## src/rtl/fetch_unit.sv

```systemverilog
// -----------------------------------------------------------------------------
// fetch_unit
//   Instruction-fetch stage between the program counter and decode.
//   It issues instruction-memory reads at the current PC, returns the load
//   enable to the PC, and captures fetched words into the IF/ID register.
//   A one-entry skid buffer holds a memory hit that lands while decode is
//   stalled, so each instruction is fetched exactly once. Branch/jump flush
//   and halt are also handled here.
//
//   Optional build macro: FETCH_PERF_EN adds saturating fetch/stall counters.
//
// Ports:
//   CLK, nRST            clock (rising edge), asynchronous active-low reset
//   pc                   current PC from the program counter
//   pc_en                PC load enable (combinational)
//   iren, iaddr          instruction-memory read request and address (= pc)
//   ihit, iload          memory response valid and instruction word
//   id_stall             decode cannot accept an instruction this cycle
//   flush                control redirect; PC select already holds the target
//   halt                 HALT retired; stop fetching until reset
//   fetch_cnt/stall_cnt  performance counters (FETCH_PERF_EN only)
//   ifid_valid/instr/pc/npc  IF/ID pipeline register
// -----------------------------------------------------------------------------
module fetch_unit #(
   parameter logic [31:0] NOP_INSTR = 32'h0000_0000
`ifdef FETCH_PERF_EN
   ,
   parameter int unsigned PERF_W    = 32
`endif
) (
   input  logic              CLK,
   input  logic              nRST,
   input  logic [31:0]       pc,
   output logic              pc_en,
   output logic              iren,
   output logic [31:0]       iaddr,
   input  logic              ihit,
   input  logic [31:0]       iload,
   input  logic              id_stall,
   input  logic              flush,
   input  logic              halt,
`ifdef FETCH_PERF_EN
   output logic [PERF_W-1:0] fetch_cnt,
   output logic [PERF_W-1:0] stall_cnt,
`endif
   output logic              ifid_valid,
   output logic [31:0]       ifid_instr,
   output logic [31:0]       ifid_pc,
   output logic [31:0]       ifid_npc
);

   typedef enum logic [1:0] {
      FETCH  = 2'd0,
      SKID   = 2'd1,
      HALTED = 2'd2
   } state_t;

   state_t      state_q, state_d;

   logic [31:0] buf_instr_q, buf_instr_d;
   logic [31:0] buf_pc_q,    buf_pc_d;
   logic [31:0] buf_npc_q,   buf_npc_d;

   logic        ifid_valid_q, ifid_valid_d;
   logic [31:0] ifid_instr_q, ifid_instr_d;
   logic [31:0] ifid_pc_q,    ifid_pc_d;
   logic [31:0] ifid_npc_q,   ifid_npc_d;

   logic [31:0] npc;

   assign npc   = pc + 32'd4;
   assign iaddr = pc;

   always_comb begin
      state_d      = state_q;
      pc_en        = 1'b0;
      iren         = 1'b0;
      buf_instr_d  = buf_instr_q;
      buf_pc_d     = buf_pc_q;
      buf_npc_d    = buf_npc_q;
      ifid_valid_d = ifid_valid_q;
      ifid_instr_d = ifid_instr_q;
      ifid_pc_d    = ifid_pc_q;
      ifid_npc_d   = ifid_npc_q;

      unique case (state_q)
         FETCH: begin
            iren = 1'b1;
            if (halt) begin
               state_d      = HALTED;
               ifid_valid_d = 1'b0;
               ifid_instr_d = NOP_INSTR;
            end else if (flush) begin
               // PC loads the redirect target; any same-cycle hit is dropped.
               pc_en        = 1'b1;
               ifid_valid_d = 1'b0;
               ifid_instr_d = NOP_INSTR;
            end else if (ihit) begin
               pc_en = 1'b1;
               if (!id_stall) begin
                  ifid_valid_d = 1'b1;
                  ifid_instr_d = iload;
                  ifid_pc_d    = pc;
                  ifid_npc_d   = npc;
               end else begin
                  buf_instr_d = iload;
                  buf_pc_d    = pc;
                  buf_npc_d   = npc;
                  state_d     = SKID;
               end
            end else if (!id_stall) begin
               ifid_valid_d = 1'b0;
               ifid_instr_d = NOP_INSTR;
            end
         end

         SKID: begin
            // The PC has already advanced past the buffered word, so no new
            // request is issued until the buffer drains.
            if (halt) begin
               state_d      = HALTED;
               ifid_valid_d = 1'b0;
               ifid_instr_d = NOP_INSTR;
            end else if (flush) begin
               // Leaving SKID empties the buffer; its contents are dropped.
               pc_en        = 1'b1;
               ifid_valid_d = 1'b0;
               ifid_instr_d = NOP_INSTR;
               state_d      = FETCH;
            end else if (!id_stall) begin
               ifid_valid_d = 1'b1;
               ifid_instr_d = buf_instr_q;
               ifid_pc_d    = buf_pc_q;
               ifid_npc_d   = buf_npc_q;
               state_d      = FETCH;
            end
         end

         HALTED: begin
         end

         default: begin
            state_d = FETCH;
         end
      endcase
   end

   always_ff @(posedge CLK or negedge nRST) begin
      if (!nRST) begin
         state_q      <= FETCH;
         buf_instr_q  <= '0;
         buf_pc_q     <= '0;
         buf_npc_q    <= '0;
         ifid_valid_q <= 1'b0;
         ifid_instr_q <= NOP_INSTR;
         ifid_pc_q    <= '0;
         ifid_npc_q   <= '0;
      end else begin
         state_q      <= state_d;
         buf_instr_q  <= buf_instr_d;
         buf_pc_q     <= buf_pc_d;
         buf_npc_q    <= buf_npc_d;
         ifid_valid_q <= ifid_valid_d;
         ifid_instr_q <= ifid_instr_d;
         ifid_pc_q    <= ifid_pc_d;
         ifid_npc_q   <= ifid_npc_d;
      end
   end

   assign ifid_valid = ifid_valid_q;
   assign ifid_instr = ifid_instr_q;
   assign ifid_pc    = ifid_pc_q;
   assign ifid_npc   = ifid_npc_q;

`ifdef FETCH_PERF_EN
   logic              fetch_inc, stall_inc;
   logic [PERF_W-1:0] fetch_cnt_q, stall_cnt_q;

   // A valid IF/ID load comes either straight from memory or from the buffer.
   assign fetch_inc = !halt && !flush && !id_stall &&
                      ((state_q == FETCH && ihit) || state_q == SKID);
   assign stall_inc = (state_q == FETCH) && !ihit && !flush && !halt;

   always_ff @(posedge CLK or negedge nRST) begin
      if (!nRST) begin
         fetch_cnt_q <= '0;
         stall_cnt_q <= '0;
      end else begin
         if (fetch_inc && fetch_cnt_q != '1) fetch_cnt_q <= fetch_cnt_q + PERF_W'(1);
         if (stall_inc && stall_cnt_q != '1) stall_cnt_q <= stall_cnt_q + PERF_W'(1);
      end
   end

   assign fetch_cnt = fetch_cnt_q;
   assign stall_cnt = stall_cnt_q;
`endif

endmodule

```

## config.mk

```make
export PLATFORM = sky130hd
export DESIGN_NAME = fetch_unit
export DESIGN_NICKNAME = d
export VERILOG_FILES = /design/src/rtl/fetch_unit.sv
export SDC_FILE = /design/constraint.sdc
export NUM_CORES = 1
export LEC_CHECK = 0
export CAP_MARGIN = 30
export CORE_MARGIN = 4
export CORE_UTILIZATION = 23
export DETAILED_ROUTE_END_ITERATION = 16
export SLEW_MARGIN = 20
export SYNTH_ARGS = -nofsm -noshare
export SYNTH_HDL_FRONTEND = slang
export SYNTH_SLANG_ARGS = --single-unit
```

## constraint.sdc

```tcl
create_clock -name CLK -period 3.1 [get_ports CLK]
set_clock_uncertainty 0.1 [all_clocks]
set_input_delay 0.775 -clock CLK [delete_from_list [all_inputs] [get_ports CLK]]
set_output_delay 0.775 -clock CLK [all_outputs]
set_load 0.02 [all_outputs]
```

# After elaboration in Yosys (flattened, before gate mapping)
# Index checks and enable logic that the tools add are counted.
dict set report word_totals {
  out_inout_bits 131
  wordCells 82
  ff_bits 195
  input_bits 70
}
dict set report classes {
  reduce_logical 7
  add_sub_neg 1
  eq_ne 15
  muxes 48
  bitwise 3
}
# op n
set op_table {}
lappend op_table {{$mux 32} 22}
lappend op_table {{$pmux 32 s2} 3}
lappend op_table {{$add 32x3->32 const B} 1}
lappend op_table {{$mux 2} 7}
lappend op_table {{$ne 2x2->1 const B} 7}
lappend op_table {{$mux 1} 13}
lappend op_table {{$reduce_and 5->1} 2}
lappend op_table {{$ne 3x3->1 const B} 3}
lappend op_table {{$ne 4x4->1 const B} 2}
lappend op_table {{$reduce_and 8->1} 1}
lappend op_table {{$pmux 2 s3} 1}
lappend op_table {{$ne 5x5->1 const B} 1}
lappend op_table {{$pmux 1 s2} 2}
lappend op_table {{$not 1->1} 3}
lappend op_table {{$reduce_and 3->1} 1}
lappend op_table {{$eq 2x1->1 const B} 1}
lappend op_table {{$eq 2x2->1 const B} 1}
lappend op_table {{$logic_not 2->1} 1}
lappend op_table {{$reduce_and 2->1} 1}
lappend op_table {{$reduce_bool 2->1} 1}

# Depth between registers and ports, before layout
# Gate-level depths: netlist of the first run.
dict set report depth {
  ltp_word 6
  depth_mapped 7
  mapped_depth_nobuf 6
}

# Worst setup path before layout of the first run
# Ideal clock, no wire load.
dict set report synth_timing {
  path_type {input -> output}
  start {input port ihit}
  end {output port pc_en}
  slack_ns 0.806
  path_stages 3
  required_time_ns 2.225
  t_arrival_ns 1.419
  n_path_buf 0
  cell_sequence {nor2b_1 -> nor2_1 -> nor3_1}
}
dict set report synth_between {
  elab_chain_cells 4
}
# element line_no
set synth_rtl {}
lappend synth_rtl {{start: declaration} 37} ;# input logic ihit,
lappend synth_rtl {{$mux 1} 98} ;# end else if (ihit) begin
lappend synth_rtl {{$mux 1} 93} ;# end else if (flush) begin
lappend synth_rtl {{$mux 1} 89} ;# if (halt) begin
lappend synth_rtl {{$pmux 1 s2} 86} ;# unique case (state_q)
lappend synth_rtl {{end: declaration} 34} ;# output logic pc_en,
# Every way passes these cells.

# Worst setup path in the final report of the first run
# Same ends and word-level chain as after synthesis.

==> results, run 1 <==
- The critical path is of the in2out type.
- Entering global routing, the biggest net connects 65 pins.
- STA puts the critical path data arrival time at 1.98 ns.
- The max-slew violation count is 0.
- Once the floorplan was initialized, standard cells occupied between 20% and 30% of the core.
- Before antenna repair, the detailed router went through 4 iterations.
- The number of buffers created by CTS is 17.
- The signed area change from the synthesized netlist to the final layout is 39.1%.
- The aggregate global-route resource usage is 12.5%.
- The global-route wire length before repair is ~40000 microns.
- The CTS clock-pin slew for the worst setup and hold paths is around 0.06 ns.
- The cts-stage hold buffer count is 0.
- The area after detailed placement is 11300 sq um.
- For this run, design rule violations remaining after detail routing come to 0.
- After detailed routing, the average wire length per cell comes to 16.9 microns.
- Across the run, the number of max-cap violations was 0.
- The number of vias per cell after detailed routing is 4.50.
- The combinational share of power is between 10% and 20%.
- The largest fanout on the critical path is 2.
- The internal power of the cells totals approximately 0.0046 W.
- The final layout contains routed wiring with a total length of 25400 microns.
- Net switching is 26.8% of the power.
- The post-route netlist has 16.0% of its cells at a drive strength greater than 1.
- The minimum setup slack after placement is -0.0331 ns.
- For this design the static power due to leakage is 5.20 nW.
- Of the post-synthesis cell area, the dominant cell type holds between 50 and 60%.
- The number of endpoints failing setup at the final stage is 0.
- The total core area is 36600 sq um.
- Dividing the final minimum period by the clock period gives 92.2%.
- The remaining global-route overflow is 0.
- The violation count after the first detailed-routing iteration is between 300 and 400.
- In this run the core area contains 70 standard-cell rows.
- At the end of the flow, the number of nets in the layout was roughly 1100.
- The normalized max-slew margin is 63.9%.
- The clock tree from TritonCTS is done.
- The count of port buffers added during placement is 200.
- The share of power burned in the clock network is 38.2%.
- Setup repair after global routing left no endpoint under its margin.
- The biggest area contributor in the post-synthesis netlist is dfrtp_1.
- The placed wire-length estimate after detailed placement is 17300 microns.
- The total of flip-flops plus latches after synthesis is 191.
- Based on the critical path, the design can be clocked at up to 350 MHz.
- In this run, flip-flops and latches consume about 45% of the power.
- The maximum buffer depth of the clock tree is 2.
- The switching power total is 0.00169 W.
- Setup slack on the critical path of the routed design comes to 0.242 ns.
- The initial antenna violation count is 0.
- The H-tree was split into 4 levels.
- The most common cell in the synthesized netlist is dfrtp_1.
- The area of the die is 40300 sq um.
- The sequential cell area fraction in the yosys report is a little under three fifths.
- The width of the die is approximately 200 microns.
- In this run, distinct cell masters in the synthesized netlist total 42.
- The transition time of the tightest slew-check pin is 0.541 ns.
- The vias after detailed routing is 6754.
- In this run the clock root is driven by a clkbuf_16.
- After routing the design area is 11900 sq um.
- The leading register cell type out of synthesis is dfrtp_1.
- The repair_antennas step left the layout with diodes totalling 0.
- Counting instances in the post-synthesis netlist gives the leading cell types as dfrtp_1 (191), nand2_1 (114), nor2_1 (89), mux2_2 (64), a21oi_1 (56).
- The smallest clock period supported by the final layout is computed as 2.86 ns.
- In this run, synthesis inferred 0 flip-flops with an integrated enable.
- The post-synthesis instance area is around 8600 sq um.
- The count of antenna-violating nets left after detailed routing is 0.
- The tightest min-delay check is of the in2async type.
- After synthesis, the share of flip-flops with an asynchronous set or reset is 100%.
- The power per cell area is around 530 nW/um^2.
- The final hold violation count came to 0.
- In this run the vertical extent of the chip is 201 microns.
- The required arrival time at the worst endpoint is 2.22 ns.
- The run finished with clean final reports.
- Ranked by total cell area, the synthesized netlist is headed by dfrtp_1 (56%), mux2_2 (8.4%), nand2_1 (5.0%).
- The count of mapped cells out of synthesis is 834.
- The number of global-route vias before repair is 6836.
- The post-synth net total is about 910.
- The number of top-level design ports is about 200.
- The routability congestion estimate is 0.753.
- The total design power is 0.00632 W.
- STA classifies the critical path endpoint as an output port.
- For the worst-skew pair, the clock arrives at the later sink with an insertion delay of 0.44 ns.
- The number of sinks driven by the clock tree is 191.
- The mean cell area of the mapped netlist is 10.3 sq um.
- The worst-case IR drop observed on VDD is 0.000388 V.
- The type of element launching the critical path is an input port.
- The Yosys warning count is 0.
==> power groups by stage <==
stage	clock network (W)	logic, W	registers [W]
global placement	0	0.00108	0.00286
detailed placement	0	0.00110	0.00286
CTS	0.00249	0.00110	0.00282
floorplan	0	0.000299	0.00302
finish	0.00241	0.00108	0.00282
global route	0.00260	0.00118	0.00284
==> metal layers <==
metal	share of wire, %	vias up	wire length, microns	GRT usage, %
met5	0	-	0	0
met4	1.1	0	284	3.12
met3	6.3	18	1610	4.04
met2	45	176	11400	19.5
met1	47	3312	12100	17.1
li1	-	3248	-	-
==> per-stage QoR <==
stage,hold slack [ns],cells,TNS [ns],util (%)
floorplan,0.342,834,0,-
global placement,0.355,1471,-0.110,30.8
CTS,0.203,1501,0,32.5
detailed placement,0.363,1471,-0.0331,30.8
global route,0.209,1501,0,32.5
finish,0.195,1501,0,32.5
==> cell usage in the layout, fill, tap and decap left out, types with 2 or more instances in the layout <==
master           count
clkdlybuf4s50_1    198
dfrtp_1            191
nand2_1            114
nor2_1              89
mux2_2              64
a21oi_1             55
buf_4               50
o21ai_0             41
a31oi_1             33
a22oi_1             32
nand3_1             17
xor2_1              17
clkbuf_16           17
o22ai_1             11
buf_12              11
and3_1               9
xnor2_1              9
o21ai_1              7
nand4_1              6
inv_1                6
nor3_1               4
nor3b_1              4
o211ai_1             4
inv_6                4
bufinv_16            4
nand3b_1             3
or3_1                3
clkbuf_8             3
and4_1               2
nor4_4               2
a21boi_0             2
nor4_1               2
clkinv_4             2
==> repair_timing <==
| item | CTS | global route |
|---|---|---|
| gates resized for setup | 1 | 0 |
| endpoints found under the hold margin | 0 | 0 |
| setup endpoints to repair | 1 | 0 |
| buffers inserted | 0 | 0 |
==> critical path, cell delays in order <==
cell	delay, ns
clkdlybuf4s50_1	0.48
nor2b_1	0.19
nor2_1	0.06
nor3_1	0.12
dlygate4sd2_1	0.35
==> cell type report <==
type	count	area, sq um
inverter	6	22.5
timing repair buffer	261	2600
clock inverter	11	178
sequential	191	4780
clock buffer	19	453
fill	3772	24700
multi-input combinational	545	3280
tap	468	586
==> cells by family (layout without fill, tap and decap cells) <==
| logic type | after synthesis | after routing | share of synthesized area, % |
|---|---|---|---|
| AND/OR/NAND/NOR | 264 | 264 | 13.8 |
| flip-flops | 191 | 191 | 55.9 |
| AO/OA/AOI/OAI | 189 | 189 | 12.9 |
| buffers and inverters | 98 | 297 | 6.10 |
| multiplexers | 65 | 65 | 8.54 |
| XOR/XNOR | 26 | 26 | 2.66 |
| adder cells (fa/ha/maj) | 1 | 1 | 0.146 |
==> final timing paths <==
path	endpoint	slack (ns)	cells after the start	start
max	pc_en	0.24	5	ihit
min	buf_instr_q[6]	0.20	1	nRST
max reg2reg	buf_npc_q[10]	1.17	6	state_q[0]
min reg2reg	buf_npc_q[12]	0.38	2	buf_npc_q[12]
max in group asynchronous	buf_instr_q[14]	1.88	2	nRST
min in group CLK	buf_npc_q[12]	0.38	2	buf_npc_q[12]
==> state kept, by name (all words and copies together) (netlist names) <==
register and count:
ifid_pc 32, ifid_npc 30, ifid_valid 1, buf_npc_q 30, ifid_instr 32, state_q 2
buf_pc_q 32, buf_instr_q 32
No activity file was read; power rests on OpenSTA's default activity.
==> run 2: changes to the inputs <==
--- a/config.mk
+++ b/config.mk
@@ -9,6 +9,8 @@
 export CORE_MARGIN = 4
 export CORE_UTILIZATION = 23
 export DETAILED_ROUTE_END_ITERATION = 16
+export HOLD_SLACK_MARGIN = 0.02
+export SKIP_LAST_GASP = 1
 export SLEW_MARGIN = 20
 export SYNTH_ARGS = -nofsm -noshare
 export SYNTH_HDL_FRONTEND = slang
==> results of run 2 <==
Final layout, timing and power as in run 1 (identical DEF).
